[src/rtl/fetch_unit.sv]
// Instruction-fetch stage with a single blocking I-cache request and the IF/DEC pipeline register.
// A redirect that arrives during a miss is parked until the miss returns, then the stale word is dropped.
module fetch_unit #(
    parameter int                 ADDR_W    = 64,
    parameter int                 INSTR_W   = 32,
    parameter logic [ADDR_W-1:0]  RESET_PC  = '0,
    parameter logic [INSTR_W-1:0] NOP_INSTR = 32'h0000_0013
) (
    input  logic               i_clk,
    input  logic               i_arst_n,
    input  logic               i_stall_fetch,
    input  logic               i_stall_dec,
    input  logic               i_flush_dec,
    input  logic               i_pc_src_exec,
    input  logic [ADDR_W-1:0]  i_pc_target_exec,
    output logic               o_mem_req,
    output logic [ADDR_W-1:0]  o_mem_addr,
    input  logic               i_mem_valid,
    input  logic [INSTR_W-1:0] i_mem_rdata,
    output logic               o_stall_cache,
    output logic [INSTR_W-1:0] o_instr_dec,
    output logic [ADDR_W-1:0]  o_pc_dec,
    output logic [ADDR_W-1:0]  o_pc_plus4_dec,
    output logic               o_valid_dec
);

    typedef enum logic [1:0] {RUN, MISS, MISS_REDIR} state_e;

    typedef struct packed {
        logic [INSTR_W-1:0] instr;
        logic [ADDR_W-1:0]  pc;
        logic [ADDR_W-1:0]  pc_plus4;
        logic               valid;
    } ifdec_t;

    state_e             state_q, state_d;
    logic [ADDR_W-1:0]  pc_q, pc_d;
    logic [ADDR_W-1:0]  redir_pc_q, redir_pc_d;
    logic [ADDR_W-1:0]  pc_plus4;
    logic               mem_req_q;
    logic               discard;
    ifdec_t             ifdec_q, ifdec_d;

    assign pc_plus4      = pc_q + ADDR_W'(4);
    assign o_mem_req     = mem_req_q;
    assign o_mem_addr    = pc_q;
    assign o_stall_cache = mem_req_q & ~i_mem_valid;

    // Pending-redirect state is encoded by MISS_REDIR; redir_pc only matters there.
    always_comb begin
        state_d    = state_q;
        pc_d       = pc_q;
        redir_pc_d = redir_pc_q;
        case (state_q)
            RUN, MISS: begin
                if (mem_req_q) begin
                    if (i_mem_valid) begin
                        state_d = RUN;
                        if (i_pc_src_exec)      pc_d = i_pc_target_exec;
                        else if (!i_stall_fetch) pc_d = pc_plus4;
                    end else if (i_pc_src_exec) begin
                        redir_pc_d = i_pc_target_exec;
                        state_d    = MISS_REDIR;
                    end else begin
                        state_d = MISS;
                    end
                end
            end
            MISS_REDIR: begin
                if (i_mem_valid) begin
                    pc_d    = i_pc_src_exec ? i_pc_target_exec : redir_pc_q;
                    state_d = RUN;
                end else if (i_pc_src_exec) begin
                    redir_pc_d = i_pc_target_exec;
                end
            end
            default: state_d = RUN;
        endcase
    end

    // The word returned for a fetch that was redirected away is wrong-path: bubble it.
    assign discard = (state_q == MISS_REDIR) & i_mem_valid;

    always_comb begin
        ifdec_d = ifdec_q;
        if (i_flush_dec || discard) begin
            ifdec_d.instr = NOP_INSTR;
            ifdec_d.valid = 1'b0;
        end else if (!i_stall_dec) begin
            if (i_mem_valid && mem_req_q) begin
                ifdec_d.instr    = i_mem_rdata;
                ifdec_d.pc       = pc_q;
                ifdec_d.pc_plus4 = pc_plus4;
                ifdec_d.valid    = 1'b1;
            end else begin
                ifdec_d.instr = NOP_INSTR;
                ifdec_d.valid = 1'b0;
            end
        end
    end

    always_ff @(posedge i_clk or negedge i_arst_n) begin
        if (!i_arst_n) begin
            state_q    <= RUN;
            pc_q       <= RESET_PC;
            redir_pc_q <= '0;
            mem_req_q  <= 1'b0;
            ifdec_q    <= '{instr: NOP_INSTR, pc: '0, pc_plus4: '0, valid: 1'b0};
        end else begin
            state_q    <= state_d;
            pc_q       <= pc_d;
            redir_pc_q <= redir_pc_d;
            mem_req_q  <= 1'b1;
            ifdec_q    <= ifdec_d;
        end
    end

    assign o_instr_dec    = ifdec_q.instr;
    assign o_pc_dec       = ifdec_q.pc;
    assign o_pc_plus4_dec = ifdec_q.pc_plus4;
    assign o_valid_dec    = ifdec_q.valid;

endmodule
[config.mk]
export PLATFORM = sky130hd
export DESIGN_NAME = fetch_unit
export DESIGN_NICKNAME = d
export VERILOG_FILES = /design/src/rtl/fetch_unit.sv
export SDC_FILE = /design/constraint.sdc
export NUM_CORES = 1
export LEC_CHECK = 0
export CELL_PAD_IN_SITES_DETAIL_PLACEMENT = 1
export CELL_PAD_IN_SITES_GLOBAL_PLACEMENT = 1
export CORE_MARGIN = 2
export CORE_UTILIZATION = 35
export CTS_CLUSTER_DIAMETER = 100
export DETAILED_ROUTE_END_ITERATION = 16
export PLACE_DENSITY_LB_ADDON = 0.1
export SETUP_SLACK_MARGIN = 0.5
export SLEW_MARGIN = 20
export SYNTH_ARGS = -nofsm -noshare
export SYNTH_HDL_FRONTEND = slang
export SYNTH_SLANG_ARGS = --single-unit
[constraint.sdc]
create_clock -name i_clk -period 2.38 [get_ports i_clk]
set_clock_uncertainty 0.15 [all_clocks]
set_input_delay 0.476 -clock i_clk [delete_from_list [all_inputs] [get_ports i_clk]]
set_output_delay 0.476 -clock i_clk [all_outputs]
set_load 0.01 [all_outputs]
==> metrics <==
cell at the root of the clock tree sky130_fd_sc_hd__clkbuf_16; highest attainable clock frequency 401 MHz; count of routing violations after the opening detailed-route iteration 1071; summed instance area of the synthesized netlist 14500 um^2; most numerous cell in the Yosys netlist sky130_fd_sc_hd__nand2_1; unrepaired setup endpoints after global routing yes; max cap viols 0; static power due to leakage 13.3 nW; critical path's largest stage delay 0.50 ns; Die Height 208 um; Data required, critical path 2.71 ns; kind of launch point of the worst setup path flip-flop; fin crit period 2.49 ns; post-route fraction of the period consumed by the critical path 105%; via count of the first global-routing pass 15650; synthesized flop and latch total 290; cell chain of the critical path buf_6 > nand4_1 > or3_4 > or4_4 > o31a_1 > o22ai_2; per-cell routed wire length 26.8 um; biggest fanout along the worst timing path 6; worst vdd ir 0.527 mV; die footprint 43100 um^2; number of distinct standard cells referenced by the synthesized netlist 66; number of placed I/O pins 330; classification of the worst-slack hold path input port to asynchronous set/reset pin; initial core utilization 35.5%; Worst-Margin Slew 0.560 ns; top flip-flop cell by instance count after synthesis sky130_fd_sc_hd__dfrtp_1; TritonCTS clock tree done; area occupied by multi-input gates 7980 um^2; number of rows in the core area 74; worst hold slack 0.261 ns; number of endpoints failing setup at the final stage 8; count of buffers from port buffering 329; first drt pass iteration count 5; synthesized instance count 1541; syn_nets 1645; type of destination of the critical path flip-flop; n_diodes 0; total power density per cell area 830 nW/um^2; detailed-route wire length 72400 um; arrival time reported for the critical path endpoint 2.82 ns; number of inserted filler cells in the final layout 4267; total half-perimeter wirelength after legalization and detailed placement 41200 um; Post-Route Setup TNS -0.409 ns; Die X 208 um; global-route wire length before repair 95700 um; via count of the routed design 15599; Area contributors post-synth sky130_fd_sc_hd__dfrtp_1 (49%), sky130_fd_sc_hd__nand2_1 (8.8%), sky130_fd_sc_hd__mux2_2 (5.7%); Top Family by Delay on Critical Path simple AND/OR/NAND/NOR gates; Clk Latency, worst-skew pair 0.56 ns; Vias/cell 5.78; drc violations 0; register area share after synthesis 50.0%; register clock-pin slew on the reported worst setup and hold paths 0.06 ns; placer congestion estimate 0.863; final number of max-transition violations 0; total core area 40800 um^2; H-tree lvl count 2; Worst Path Buf+Inv 1; status finished with violations; Sink Count 290; final setup margin -0.112 ns; final number of hold-violating endpoints 0; post-synthesis to final-layout area growth 71.9%; initial antenna violation count 1; Rel. slew slack 62.3%; maximum number of buffers from clock root to sink 3; share of synthesized registers carrying an async set or reset 100%; global routing usage summed across all routing layers 28.5%; Seq. cell area 7290 um^2; syn_area_per_cell 9.42 um^2; total number of nets in the final design 2246; library cell with the largest summed area after synthesis sky130_fd_sc_hd__dfrtp_1; count of nets left with antenna violations after detail routing 0; slowest stage cell, crit path sky130_fd_sc_hd__or3_4; YS warnings 0; maximum number of pins on one net before global-route repair 94; Remaining Overflow, GRT 0; number of enable-type register cells in the synthesized netlist 0; worst setup path class flip-flop to flip-flop; share of cells above drive strength 1 35.8%; failing checks negative setup slack; commonest cells in the netlist sky130_fd_sc_hd__nand2_1 (340), sky130_fd_sc_hd__dfrtp_1 (287), sky130_fd_sc_hd__o21ai_0 (131); portion of synthesized cell area occupied by the leading cell type 49.5%; number of buffers inserted during clock tree synthesis 37
[stage by stage]
step                area [um^2]  power [W]  utilization, %  cells  setup WS [ns]
floorplan                 15000    0.00954               -   1541         0.0124
global placement          19800     0.0129            48.5   2432        -0.0984
detailed placement        19800     0.0131            48.5   2432         -0.121
CTS                       22800     0.0200            55.9   2638         0.0106
global route              25000     0.0215            61.1   2701         -0.134
finish                    25000     0.0207            61.1   2701         -0.112
[kinds of logic (layout without fill, tap and decap cells)]
kind of cell,Yosys count,in the layout,synth area share [%]
AO/OA/AOI/OAI,321,321,14.1
adder cells (fa/ha/maj),1,1,0.0862
AND/OR/NAND/NOR,642,645,21.8
buffers and inverters,152,777,4.44
XOR/XNOR,43,43,2.60
multiplexers,91,91,6.92
other,1,1,0.0258
flip-flops,290,290,50.0
[layout make-up]
| type | instances | share of cell area [%] |
|---|---|---|
| Clock buffer | 52 | 4.43 |
| Tap cell | 532 | 2.67 |
| Clock inverter | 14 | 0.597 |
| Sequential cell | 290 | 29.2 |
| Inverter | 12 | 0.181 |
| Timing Repair Buffer | 699 | 30.9 |
| Multi-Input combinational cell | 1102 | 32.0 |
[power by group]
part	switching [W]	internal, W
registers	0.000841	0.00611
logic	0.00379	0.00406
clock network	0.00235	0.00356
[worst paths after layout]
kind / from / end / depth (start not counted) / slack (ns)
worst max-delay path: o_mem_addr[9] / o_mem_addr[29] / 6 / -0.11
worst min-delay path: i_arst_n / o_pc_dec[24] / 2 / 0.26
worst max register to register: o_mem_addr[9] / o_mem_addr[29] / 6 / -0.11
worst min register to register: o_pc_dec[15] / o_pc_dec[15] / 2 / 0.32
max in group asynchronous: i_arst_n / o_mem_addr[3] / 3 / 1.09
min in group i_clk: o_pc_dec[15] / o_pc_dec[15] / 2 / 0.32
[cell usage in the layout, fill, tap and decap left out, drive strengths merged, types with 9 or more instances in the layout]
cell | Yosys | routed
buf | 40 | 421
or3 | 11 | 11
nand3 | 29 | 29
dlymetal6s2s | 0 | 157
a21o | 16 | 16
nand4 | 46 | 47
nor3 | 29 | 29
dfrtp | 287 | 287
nor4 | 39 | 39
and3 | 41 | 41
nand2 | 340 | 341
nor2 | 68 | 68
xor2 | 9 | 9
xnor2 | 34 | 34
clkdlybuf4s50 | 0 | 99
o21ai | 141 | 141
clkinv | 0 | 10
a22o | 33 | 33
a31oi | 13 | 13
mux2i | 17 | 17
inv | 12 | 13
a21oi | 42 | 42
o2bb2ai | 23 | 23
mux2 | 74 | 74
clkbuf | 100 | 65
[per-layer routing]
layer,part of all wire [%],vias to the layer above,global-route usage [%]
li1,-,6663,-
met1,40,8025,37.6
met2,49,700,47.2
met3,6.5,209,5.01
met4,4.6,2,9.81
met5,0.017,-,0
[registers in the layout (all words and copies together) (netlist names)]
name and cells:
o_instr_dec 32, o_mem_addr 64, o_mem_req 1, o_pc_dec 64, o_pc_plus4_dec 62, o_valid_dec 1
redir_pc_q 64, state_q 2
[timing repair]
action / in CTS / in global routing
endpoints found under the hold margin: 35 / 0
buffers inserted: 133 / 45
setup endpoints to repair: 477 / 471
gates cloned: 6 / 18
pin swaps: 68 / 91
hold buffers: 1 / 0
resized for setup: 480 / 411
(Power assumes the default switching activity.)
